===== config.mk =====
export PLATFORM = sky130hd
export DESIGN_NAME = mux_4x1_arbiter
export DESIGN_NICKNAME = d
export VERILOG_FILES = /design/src/rtl/mux_arb_pkg.sv /design/src/rtl/mux_4x1.sv /design/src/rtl/mux_4x1_arbiter.sv
export SDC_FILE = /design/constraint.sdc
export NUM_CORES = 1
export LEC_CHECK = 0
export ABC_CLOCK_PERIOD_IN_PS = 2900
export CORE_MARGIN = 1
export CORE_UTILIZATION = 54
export CTS_BUF_LIST = sky130_fd_sc_hd__clkbuf_4 sky130_fd_sc_hd__clkbuf_8
export DETAILED_ROUTE_END_ITERATION = 10
export MAX_ROUTING_LAYER = met4
export PLACE_DENSITY = 0.8
export SLEW_MARGIN = 5
export SYNTH_ARGS = -nofsm -noshare
export SYNTH_HDL_FRONTEND = slang
export SYNTH_HIERARCHICAL = 1
export SYNTH_SLANG_ARGS = --single-unit

===== constraint.sdc =====
create_clock -name clk -period 2.9 [get_ports clk]
set_input_delay 0.29 -clock clk [delete_from_list [all_inputs] [get_ports clk]]
set_output_delay 0.29 -clock clk [all_outputs]
set_load 0.01 [all_outputs]

===== src/rtl/mux_arb_pkg.sv =====
// Shared types and the round-robin search used by the mux_4x1 arbiter.
package mux_arb_pkg;

    localparam int NUM_REQ = 4;

    typedef logic [1:0] req_idx_t;

    typedef enum logic {
        IDLE  = 1'b0,
        GRANT = 1'b1
    } arb_state_e;

    // First set bit of mask, searching upward from last+1 and wrapping; last itself is checked last.
    function automatic req_idx_t rr_next(input logic [NUM_REQ-1:0] mask, input req_idx_t last);
        req_idx_t idx;
        req_idx_t win;
        logic     found;
        win   = last;
        found = 1'b0;
        for (int i = 1; i <= NUM_REQ; i++) begin
            idx = req_idx_t'(int'(last) + i);
            if (!found && mask[idx]) begin
                win   = idx;
                found = 1'b1;
            end
        end
        return win;
    endfunction

endpackage


===== src/rtl/mux_4x1.sv =====
// Plain 4:1 single-bit multiplexer; {sel1, sel0} picks i00..i11.
module mux_4x1 (
    input  logic i00,
    input  logic i01,
    input  logic i10,
    input  logic i11,
    input  logic sel0,
    input  logic sel1,
    output logic out
);

    assign out = sel1 ? (sel0 ? i11 : i10) : (sel0 ? i01 : i00);

endmodule


===== src/rtl/mux_4x1_arbiter.sv =====
// Round-robin arbiter sharing one mux_4x1 among four single-bit producers.
// Define MUX_ARB_HOLD_LIMIT_EN to cap an owner's tenure at MAX_HOLD cycles while others wait.
module mux_4x1_arbiter
    import mux_arb_pkg::*;
#(
    parameter int MAX_HOLD = 4
) (
    input  logic               clk,
    input  logic               reset_n,
    input  logic [NUM_REQ-1:0] req,
    input  logic [NUM_REQ-1:0] d,
    output logic [NUM_REQ-1:0] gnt,
    output logic               sel0,
    output logic               sel1,
    output logic               out,
    output logic               valid
);

    if (MAX_HOLD < 1 || MAX_HOLD > 255) begin : g_bad_hold
        $error("MAX_HOLD must be in 1..255");
    end

    arb_state_e         r_state;
    req_idx_t           r_last;
    req_idx_t           r_sel;
    logic [NUM_REQ-1:0] r_gnt;
    logic               r_valid;

    logic [NUM_REQ-1:0] w_owner_mask;
    logic [NUM_REQ-1:0] w_others;
    logic               w_timeout;
    logic               w_take;
    logic               w_go_idle;
    req_idx_t           w_win;

`ifdef MUX_ARB_HOLD_LIMIT_EN
    logic [7:0] r_hold;
    // >= rather than == so a counter already saturated still yields once a competitor shows up.
    assign w_timeout = (r_hold >= 8'(MAX_HOLD - 1));
`else
    assign w_timeout = 1'b0;
`endif

    assign w_owner_mask = 4'b0001 << r_last;
    assign w_others     = req & ~w_owner_mask;

    always_comb begin
        w_take    = 1'b0;
        w_go_idle = 1'b0;
        w_win     = rr_next(req, r_last);
        case (r_state)
            IDLE: w_take = |req;
            GRANT: begin
                if (req[r_last] && !w_timeout) begin
                    w_take = 1'b0;
                end else if (|w_others) begin
                    w_take = 1'b1;
                    w_win  = rr_next(w_others, r_last);
                end else if (!req[r_last]) begin
                    w_go_idle = 1'b1;
                end
            end
            default: w_go_idle = 1'b1;
        endcase
    end

    always_ff @(posedge clk or negedge reset_n) begin
        if (!reset_n) begin
            r_state <= IDLE;
            r_last  <= 2'd3;
            r_sel   <= 2'd0;
            r_gnt   <= '0;
            r_valid <= 1'b0;
`ifdef MUX_ARB_HOLD_LIMIT_EN
            r_hold  <= 8'd0;
`endif
        end else if (w_take) begin
            r_state <= GRANT;
            r_last  <= w_win;
            r_sel   <= w_win;
            r_gnt   <= 4'b0001 << w_win;
            r_valid <= 1'b1;
`ifdef MUX_ARB_HOLD_LIMIT_EN
            r_hold  <= 8'd0;
`endif
        end else if (w_go_idle) begin
            r_state <= IDLE;
            r_gnt   <= '0;
            r_valid <= 1'b0;
        end else if (r_state == GRANT) begin
`ifdef MUX_ARB_HOLD_LIMIT_EN
            if (r_hold != 8'(MAX_HOLD))
                r_hold <= r_hold + 8'd1;
`endif
        end
    end

    assign gnt   = r_gnt;
    assign sel0  = r_sel[0];
    assign sel1  = r_sel[1];
    assign valid = r_valid;

    mux_4x1 u_mux (
        .i00  (d[0]),
        .i01  (d[1]),
        .i10  (d[2]),
        .i11  (d[3]),
        .sel0 (sel0),
        .sel1 (sel1),
        .out  (out)
    );

endmodule


After elaboration in Yosys (flattened, before gate mapping)
Cells that the tools add are included.

Flip-flop bits (word level): 9. Output and inout bits: 8. Word-level logic and storage cells: 90.

$add $sub $neg: 4. Magnitude comparators: 5. Shift operators: 2. Muxes and demuxes: 57. Bitwise logic cells: 3. Reductions and logical operators: 15.

Operator list (number): two-way mux 1 bit (34); two-way mux 2 bit (11); binary-select mux 1 bit (select 2 bit) (9); less-than comparator 2 x 3 -> 1 bit (second input constant) (5); two-way mux 4 bit (2); OR reduction 4 bit (2); << shifter 1 x 2 -> 4 bit (first input constant) (2); logical AND 1 bit (6); zero test 1 bit (6); adder 2 x 1 -> 2 bit (second input constant) (2); adder 2 bit (second input constant) (2); bitwise AND 4 bit (1); NOT 4 bit (1); case mux 1 bit (2 select lines) (1); nonzero test 2 bit (1); NOT 1 bit (1).

Depth between registers and ports, before layout
Gate-level depths: netlist of run 1.

Depth after elaboration: 29. Depth in mapped cells: 10. Depth with buffers taken out: 8.

Cells and area by module
Netlist of run 1, hierarchy kept.

Modules (own cells, without submodules): mux_4x1_arbiter (instances 1, cells an instance 102, area each 960.9 um^2, sequential area each 227.7 um^2); mux_4x1 (instances 1, cells an instance 1, area each 22.5 um^2, sequential area each 0.0 um^2).

Least setup slack after synthesis of run 1
OpenSTA, ideal clock, no wires.

Kind: register to register. From: register r_last[0]. To: register r_gnt[0] (netlist: gnt[0]). Library setup time: 0.121 ns. Data arrival time: 2.534 ns. Path slack: 0.245 ns. Stages on the path, launching flop included: 11. Path buffers: 2. Period minus slack after synthesis: 2.655 ns. Path through: dfstp_2 > buf_6 > inv_1 > ha_1 > buf_6 > or4b_2 > a311oi_1 > a31oi_1 > o21ai_0 > o22ai_1 > a22o_1.

Word-level cells in the longest chain between the ends: 29.

Ends and longest elaborated chain: start, declared (line mux_4x1_arbiter.sv:24) `req_idx_t r_last;`; start signal, assigned (line mux_4x1_arbiter.sv:79) `r_last <= w_win;`; branches (longest 29 deep; another with adder 2 x 1 -> 2 bit); end signal, assigned (line mux_4x1_arbiter.sv:81) `r_gnt <= 4'b0001 << w_win;`; end, declared (line mux_4x1_arbiter.sv:26) `logic [NUM_REQ-1:0] r_gnt;`.

Several ways; the timed one is not identified. The select of a mux whose other input is x is not followed. A chain may end at the register's enable or synchronous reset.

Worst setup path in the final report of run 1
From: register r_last[0]. To: register r_sel[0].

Word-level cells in the longest chain between the ends: 27.

Ends and longest elaborated chain: branches (longest 27 deep; another with adder 2 x 1 -> 2 bit); end signal, assigned (line mux_4x1_arbiter.sv:80) `r_sel <= w_win;`; end, declared (line mux_4x1_arbiter.sv:25) `req_idx_t r_sel;`.

Several ways; the timed one is not identified. The select of a mux whose other input is x is not followed.

==> impl_metrics.prom, run 1 <==
# TYPE chip_impl_metric gauge
chip_impl_metric{name="synthToLayoutAreaGrowth",unit="%"} 22.8
chip_impl_metric{name="fp.dieArea",unit="um^2"} 2000
chip_impl_metric{name="num_antenna_cells",unit=""} 0
chip_impl_metric{name="clk_latency",unit="ns"} 0.27
chip_impl_metric{name="timing.hold.ws",unit="ns"} 0.319
chip_impl_metric{name="design.core.area",unit="um^2"} 1710
chip_impl_metric{name="antenna_found_initial",unit=""} 0
chip_impl_info{name="cts_tree",value="done"} 1
chip_impl_info{name="synth_top_cell_by_area",value="sky130_fd_sc_hd__dfrtp_1"} 1
chip_impl_metric{name="cts-hold-fix-buffers",unit=""} 0
chip_impl_metric{name="h-tree-depth",unit=""} 1
chip_impl_metric{name="vdd_drop_max",unit="uV"} 697
chip_impl_metric{name="ant_nets",unit=""} 0
chip_impl_metric{name="synthDistinctLibCells",unit=""} 44
chip_impl_metric{name="grt_start_max_net_pins",unit=""} 22
chip_impl_metric{name="power_per_unit_of_standard_cell_area",unit="nW/um^2"} 1240
chip_impl_metric{name="cellLeakagePower",unit="nW"} 0.508
chip_impl_info{name="rsz0062_at_grt",value="no"} 1
chip_impl_metric{name="cp.arrival",unit="ns"} 2.85
chip_impl_info{name="outcome",value="finished clean"} 1
chip_impl_metric{name="synth.avg_cell_area",unit="um^2"} 9.55
chip_impl_metric{name="io_buffers",unit=""} 17
chip_impl_metric{name="grt_pass1_wl",unit="um"} 4150
chip_impl_metric{name="postSynthRegisterBits",unit=""} 9
chip_impl_metric{name="critical_path_peak_fanout",unit=""} 21
chip_impl_info{name="crit_path_start_kind",value="register"} 1
chip_impl_metric{name="drc",unit=""} 0
chip_impl_metric{name="effective_utilization_at_floorplan",unit=""} 0.576
chip_impl_metric{name="min_period",unit="ns"} 2.69
chip_impl_metric{name="yosysTopAreaCellShare",unit=""} 0.178
chip_impl_info{name="largest_family_of_logic_cells_by_synthesized_area",value="compound AO/OA/AOI/OAI gates"} 1
chip_impl_metric{name="synth_seq_area_share",unit=""} 0.232
chip_impl_metric{name="route.detailed.vias_per_inst",unit=""} 6.03
chip_impl_metric{name="max_incr_delay_on_cp",unit="ns"} 0.58
chip_impl_metric{name="min_period_over_period",unit=""} 0.929
chip_impl_metric{name="synth_adder_area_share",unit=""} 0.0509
chip_impl_info{name="timing.setup.critical_path_class",value="register to register"} 1
chip_impl_info{name="crit_path_cell_trace",value="buf_4 -> mux4_2 -> a41oi_2 -> a211oi_1 -> a311o_2 -> xnor2_2 -> mux2_2"} 1
chip_impl_metric{name="detailedRoute.firstPassIterationCount",unit=""} 4
chip_impl_metric{name="via_count_of_the_first_global_routing_pass",unit=""} 866
chip_impl_metric{name="layout-drive-gt1-share",unit=""} 0.234
chip_impl_metric{name="postSynthNetCount",unit=""} 117
chip_impl_metric{name="post-cts-setup-buffers",unit=""} 0
chip_impl_metric{name="final-setup-viol-count",unit=""} 0
chip_impl_info{name="hold_path.class",value="primary input to async pin"} 1
chip_impl_metric{name="yosysWarnings",unit=""} 6
chip_impl_metric{name="yosys-mux-area-fraction",unit=""} 0.173
chip_impl_metric{name="cts_sinks",unit=""} 9
chip_impl_metric{name="rows",unit=""} 15
chip_impl_metric{name="vias",unit=""} 898
chip_impl_info{name="clockRootBuffer",value="sky130_fd_sc_hd__clkbuf_4"} 1
chip_impl_metric{name="setup-tns-final",unit="ns"} 0
chip_impl_metric{name="post_drt_wl_per_cell",unit="um"} 16.9
chip_impl_metric{name="die_height",unit="um"} 44.7
chip_impl_metric{name="postSynthCellCount",unit=""} 103
chip_impl_metric{name="relSlewSlack",unit=""} 0.619
chip_impl_metric{name="chipWidth",unit="um"} 44.7
chip_impl_metric{name="final-hold-violation-count",unit=""} 0
chip_impl_metric{name="synth_area",unit="um^2"} 983
chip_impl_metric{name="wl",unit="um"} 2510
chip_impl_metric{name="grt_use_total",unit=""} 0.300
chip_impl_metric{name="cts_resized",unit=""} 0
chip_impl_metric{name="synth_compound_gate_area_share",unit=""} 0.226
chip_impl_metric{name="fmax",unit="MHz"} 371
chip_impl_metric{name="endpoint_required_time_on_the_critical_path",unit="ns"} 3.06
chip_impl_metric{name="maxSlewViolCount",unit=""} 0
chip_impl_metric{name="worst_pin_slew",unit="ns"} 0.571
chip_impl_metric{name="detailedRoute.firstIterationViolations",unit=""} 35
chip_impl_metric{name="clk_pin_slew_worst_paths",unit="ns"} 0.06
chip_impl_metric{name="place.detailed.hpwl",unit="um"} 1900
chip_impl_metric{name="xor_and_xnor_area_share_after_synthesis",unit=""} 0.0344
chip_impl_metric{name="global_route_congestion_overflow_total",unit=""} 0
chip_impl_info{name="slowest_stage",value="sky130_fd_sc_hd__mux4_2"} 1
chip_impl_info{name="post_synth_main_area_contributors",value="sky130_fd_sc_hd__dfrtp_1 18%, sky130_fd_sc_hd__mux2i_1 8.1%, sky130_fd_sc_hd__mux4_2 6.9%"} 1
chip_impl_metric{name="ioPinCount",unit=""} 18
chip_impl_metric{name="cap_violations",unit=""} 0
chip_impl_metric{name="cts-root-to-sink-buffers",unit=""} 2
chip_impl_metric{name="nNetsFinal",unit=""} 139
chip_impl_info{name="crit_path_end_kind",value="register"} 1
chip_impl_metric{name="synth_simple_gate_area_share",unit=""} 0.196
chip_impl_metric{name="worst_clock_skew",unit="ns"} 0.00799
chip_impl_metric{name="filler_cell_count",unit=""} 121
chip_impl_metric{name="globalplace.congestion",unit=""} 0.936
chip_impl_metric{name="tritoncts.num_buffers",unit=""} 3
-- placed cells by master, fill, tap and decap left out, types with 2 or more instances in the layout --
| cell | Yosys | final |
|---|---|---|
| sky130_fd_sc_hd__dfrtp_1 | 7 | 7 |
| sky130_fd_sc_hd__o211ai_1 | 3 | 3 |
| sky130_fd_sc_hd__a31oi_1 | 2 | 2 |
| sky130_fd_sc_hd__mux4_2 | 3 | 3 |
| sky130_fd_sc_hd__o2111ai_1 | 2 | 2 |
| sky130_fd_sc_hd__nand2b_1 | 5 | 5 |
| sky130_fd_sc_hd__o21ai_0 | 7 | 7 |
| sky130_fd_sc_hd__mux2_2 | 2 | 2 |
| sky130_fd_sc_hd__inv_1 | 4 | 4 |
| sky130_fd_sc_hd__and3b_1 | 2 | 2 |
| sky130_fd_sc_hd__nand2_1 | 7 | 7 |
| sky130_fd_sc_hd__clkdlybuf4s50_1 | 0 | 17 |
| sky130_fd_sc_hd__mux2i_1 | 8 | 8 |
| sky130_fd_sc_hd__xnor2_1 | 2 | 2 |
| sky130_fd_sc_hd__nand3_1 | 2 | 2 |
| sky130_fd_sc_hd__a22o_1 | 2 | 2 |
| sky130_fd_sc_hd__a21oi_1 | 2 | 2 |
| sky130_fd_sc_hd__o21ai_1 | 2 | 2 |
| sky130_fd_sc_hd__clkbuf_4 | 0 | 4 |
| sky130_fd_sc_hd__nor2_1 | 3 | 3 |
| sky130_fd_sc_hd__dfstp_2 | 2 | 2 |
| sky130_fd_sc_hd__or2b_2 | 2 | 2 |
| sky130_fd_sc_hd__nor3b_1 | 2 | 2 |
| sky130_fd_sc_hd__buf_4 | 6 | 8 |
| sky130_fd_sc_hd__ha_1 | 4 | 4 |
-- cell usage after synthesis, drive strengths merged --
cell type	count
mux2	2
nand2b	5
o211ai	3
mux4	3
a31oi	2
o21ai	9
buf	8
a211o	1
a311oi	1
a32oi	1
o32ai	1
a211oi	1
mux2i	8
a21bo	1
a311o	1
or2b	3
a22o	2
nand3b	1
or3	1
nor2	3
and3b	2
o22ai	1
or3b	1
ha	4
xnor2	3
nand3	2
dfrtp	7
a21oi	2
inv	5
or4b	1
dfstp	2
o2111ai	2
a41oi	1
a41o	1
nand2	7
or2	1
or4bb	1
nor3b	2
nand4	1
-- kinds of logic (layout without fill, tap and decap cells) --
| group | count (synthesis) | count (layout) |
|---|---|---|
| simple gates | 31 | 31 |
| compound gates | 30 | 30 |
| mux | 13 | 13 |
| buf+inv | 13 | 34 |
| flops | 9 | 9 |
| fa+ha+maj | 4 | 4 |
| xor+xnor | 3 | 3 |
-- registers in the layout, summed over array words and instances (netlist names) --
signal	count
gnt	4
r_last	2
r_sel	2
valid	1
-- cell type report --
class                           instances  area (um^2)  area share
Clock buffer                            4         30.0      0.0249
Sequential cell                         9          228       0.189
Multi-Input combinational cell         81          669       0.554
Timing Repair Buffer                   25          230       0.191
Tap cell                               25         31.3      0.0259
Inverter                                5         18.8      0.0155
-- final timing paths --
path | start | to | slack [ns] | cells after the start
setup / recovery | r_last[0] | r_sel[0] | 0.21 | 7
hold / removal | reset_n | valid | 0.32 | 1
setup reg to reg | r_last[0] | r_sel[0] | 0.21 | 7
hold reg to reg | gnt[3] | gnt[3] | 0.50 | 2
max in group asynchronous | reset_n | r_last[1] | 2.25 | 1
min in group clk | gnt[3] | gnt[3] | 0.50 | 2
-- metrics by stage --
| step | instances | power [mW] | cell area [um^2] | utilization | setup WS (ns) |
|---|---|---|---|---|---|
| floorplan | 103 | 1.10 | 983 | - | 0.245 |
| detailed placement | 145 | 1.36 | 1180 | 0.689 | 0.232 |
| CTS | 149 | 1.49 | 1210 | 0.707 | 0.216 |
| finish | 149 | 1.50 | 1210 | 0.707 | 0.205 |
| global route | 149 | 1.63 | 1210 | 0.707 | 0.0955 |
| global placement | 145 | 1.33 | 1180 | 0.689 | 0.238 |
-- power breakdown --
group	switching (mW)	internal (mW)	total [mW]
sequential	0.0666	0.203	0.270
clock	0.0451	0.0624	0.108
combinational	0.576	0.543	1.12
-- worst max-delay path: cells and delay by family (launching register included) --
kind | cells | cell delay (ns)
multiplexers | 2 | 0.85
XOR/XNOR | 1 | 0.18
buffers and inverters | 1 | 0.26
flip-flops | 1 | 0.53
AO/OA/AOI/OAI | 3 | 0.76
-- layer usage --
metal | vias up | global-route usage | share of wire
met1 | 428 | 0.409 | 0.47
met5 | - | - | 0
li1 | 431 | - | -
met3 | 6 | 0.0980 | 0.051
met4 | 0 | 0.115 | 0.018
met2 | 33 | 0.409 | 0.46
(Power assumes the default switching activity.)
==> run 2, diff against run 1 <==
Settings changed: CORE_MARGIN 1 to 8.
==> run 2 against run 1 <==
Net effect: final area fell by 0.62%; combinational power about the same; critical path depth up 2; die area up 72%; count of clock-buffer cells in the layout did not move; total power is 0.24% lower; sequential share of layout area increased by 0.12 points; clock skew down 0.0046 ns; worst hold slack gained 0.0052 ns; utilization decreased by 1.2 points; via count increased by 2.0%; critical endpoint unchanged; critical path type unchanged.
==> impl_metrics.prom, run 2 (synthesis results as in run 1) <==
# TYPE chip_impl_metric gauge
chip_impl_metric{name="via_count_of_the_first_global_routing_pass",unit=""} 851
chip_impl_metric{name="detailedRoute.firstPassIterationCount",unit=""} 5
chip_impl_metric{name="vdd_drop_max",unit="uV"} 948
chip_impl_metric{name="clk_pin_slew_worst_paths",unit="ns"} 0.06
chip_impl_metric{name="cap_violations",unit=""} 0
chip_impl_info{name="clockRootBuffer",value="sky130_fd_sc_hd__clkbuf_4"} 1
chip_impl_metric{name="rows",unit=""} 15
chip_impl_metric{name="power_per_unit_of_standard_cell_area",unit="nW/um^2"} 1240
chip_impl_metric{name="p_int",unit="uW"} 811
chip_impl_metric{name="power.sequential.fraction",unit=""} 0.178
chip_impl_metric{name="dpl_worst_slack",unit="ns"} 0.159
chip_impl_info{name="timing.setup.critical_path_class",value="register to register"} 1
chip_impl_metric{name="cts-root-to-sink-buffers",unit=""} 2
chip_impl_metric{name="relSlewSlack",unit=""} 0.686
chip_impl_metric{name="min_period_over_period",unit=""} 0.952
chip_impl_metric{name="worst_pin_slew",unit="ns"} 0.470
chip_impl_metric{name="min_period",unit="ns"} 2.76
chip_impl_metric{name="worst-r2r-setup-slack",unit="ns"} 0.14
chip_impl_metric{name="fp.dieArea",unit="um^2"} 3440
chip_impl_metric{name="post_drt_wl_per_cell",unit="um"} 17.2
chip_impl_info{name="layout.cells.most_common_list",value="17 x sky130_fd_sc_hd__clkdlybuf4s50_1, 8 x sky130_fd_sc_hd__mux2i_1"} 1
chip_impl_info{name="most_common_cell_after_layout_fill_and_taps_aside",value="sky130_fd_sc_hd__clkdlybuf4s50_1"} 1
chip_impl_metric{name="filler_cell_count",unit=""} 147
chip_impl_metric{name="chipWidth",unit="um"} 58.7
chip_impl_metric{name="cts_resized",unit=""} 0
chip_impl_metric{name="cts-hold-fix-buffers",unit=""} 0
chip_impl_metric{name="cp.arrival",unit="ns"} 2.91
chip_impl_metric{name="num_antenna_cells",unit=""} 0
chip_impl_metric{name="detailedRoute.firstIterationViolations",unit=""} 40
chip_impl_metric{name="final-setup-viol-count",unit=""} 0
chip_impl_metric{name="tritoncts.num_buffers",unit=""} 3
chip_impl_metric{name="p_sw_frac",unit=""} 0.457
chip_impl_metric{name="ioPinCount",unit=""} 18
chip_impl_info{name="critPathTopFamily",value="compound AO/OA/AOI/OAI gates"} 1
chip_impl_metric{name="io_buffers",unit=""} 17
chip_impl_info{name="startpoint",value="r_last[1]"} 1
chip_impl_metric{name="grt_start_max_net_pins",unit=""} 22
chip_impl_metric{name="critical_path_peak_fanout",unit=""} 10
chip_impl_info{name="crit_path_start_kind",value="register"} 1
chip_impl_metric{name="setup-tns-final",unit="ns"} 0
chip_impl_metric{name="antenna_found_initial",unit=""} 0
chip_impl_metric{name="h-tree-depth",unit=""} 1
chip_impl_metric{name="drc",unit=""} 0
chip_impl_metric{name="fmax",unit="MHz"} 362
chip_impl_metric{name="post_dp_cell_area",unit="um^2"} 1170
chip_impl_metric{name="cellLeakagePower",unit="nW"} 0.503
chip_impl_metric{name="place.detailed.hpwl",unit="um"} 1940
chip_impl_metric{name="nNetsFinal",unit=""} 138
chip_impl_metric{name="layout-drive-gt1-share",unit=""} 0.228
chip_impl_metric{name="design.core.area",unit="um^2"} 1730
chip_impl_metric{name="effective_utilization_at_floorplan",unit=""} 0.570
chip_impl_info{name="cts_tree",value="done"} 1
chip_impl_metric{name="globalplace.congestion",unit=""} 0.935
chip_impl_metric{name="grt_pass1_wl",unit="um"} 4250
chip_impl_info{name="crit_path_end_kind",value="register"} 1
chip_impl_metric{name="clk_latency",unit="ns"} 0.26
chip_impl_metric{name="combinationalPowerShare",unit=""} 0.753
chip_impl_metric{name="synthToLayoutAreaGrowth",unit="%"} 22.0
chip_impl_metric{name="wl",unit="um"} 2550
chip_impl_info{name="worstReg2RegStart",value="r_last[1]"} 1
chip_impl_metric{name="global_route_congestion_overflow_total",unit=""} 0
chip_impl_metric{name="netSwitchingPower",unit="uW"} 681
chip_impl_metric{name="post-cts-setup-buffers",unit=""} 0
chip_impl_metric{name="die_height",unit="um"} 58.7
chip_impl_info{name="outcome",value="finished clean"} 1
chip_impl_metric{name="cts_sinks",unit=""} 9
chip_impl_metric{name="vias",unit=""} 916
chip_impl_metric{name="worst_clock_skew",unit="ns"} 0.00339
chip_impl_info{name="rsz0062_at_grt",value="no"} 1
chip_impl_metric{name="maxSlewViolCount",unit=""} 0
chip_impl_metric{name="clock_power_share",unit=""} 0.069
chip_impl_metric{name="final_util",unit=""} 0.695
chip_impl_metric{name="layout.area.seq",unit="um^2"} 228
chip_impl_metric{name="final_cell_area",unit="um^2"} 1200
chip_impl_info{name="hold_path.class",value="primary input to async pin"} 1
chip_impl_metric{name="finalWorstSetupSlack",unit="ns"} 0.140
chip_impl_metric{name="worstPathBufferInverterCount",unit=""} 2
chip_impl_metric{name="route.detailed.vias_per_inst",unit=""} 6.19
chip_impl_metric{name="number_of_flip_flops_under_the_largest_register_name",unit=""} 4
chip_impl_metric{name="final-hold-violation-count",unit=""} 0
chip_impl_info{name="crit_path_cell_trace",value="inv_2 -> buf_4 -> ha_1 -> or2b_2 -> a41oi_2 -> a211oi_1 -> a311o_2 -> xnor2_2 -> mux2_2"} 1
chip_impl_metric{name="endpoint_required_time_on_the_critical_path",unit="ns"} 3.05
chip_impl_metric{name="grt_use_total",unit=""} 0.161
chip_impl_metric{name="ant_nets",unit=""} 0
chip_impl_metric{name="max_incr_delay_on_cp",unit="ns"} 0.66
chip_impl_metric{name="multi_input_comb_area",unit="um^2"} 669
chip_impl_info{name="slowest_stage",value="sky130_fd_sc_hd__dfstp_2"} 1
[run 2: layer usage]
metal	GRT usage	share of wire	wire (um)	vias up
met2	0.233	0.49	1250	36
met3	0.0413	0.061	155	6
met5	-	0	0	-
met1	0.211	0.43	1110	441
met4	0.0580	0.014	36	0
li1	-	-	-	433
[run 2: path summary, 6_finish.rpt]
path,end,cells after the start
min reg2reg,gnt[2],2
min,r_sel[0],1
max reg2reg,r_sel[0],9
max,r_sel[0],9
max in group asynchronous,r_last[1],1
min in group clk,gnt[2],2
[run 2: final cells by class]
class                      count  area share
clock buffer                   4      0.0250
inverter                       5      0.0156
multi-input combinational     81       0.558
sequential                     9       0.190
tap                           25      0.0261
timing repair buffer          24       0.186
[run 2: metrics by stage]
stage	instances	total power, mW	hold slack (ns)
2_1_floorplan	103	1.10	-0.00559
3_3_place_gp	144	1.33	0.472
3_5_place_dp	144	1.37	0.474
4_1_cts	148	1.49	0.332
5_1_grt	148	1.60	0.356
6_report	148	1.49	0.324
[run 2: power groups by stage]
| stage | sequential [mW] | combinational, mW | clock (mW) |
|---|---|---|---|
| after floorplan | 0.267 | 0.832 | 0 |
| after global placement | 0.264 | 1.07 | 0 |
| after detailed placement | 0.267 | 1.11 | 0 |
| after CTS | 0.265 | 1.11 | 0.109 |
| after global routing | 0.275 | 1.21 | 0.113 |
| final | 0.266 | 1.12 | 0.104 |
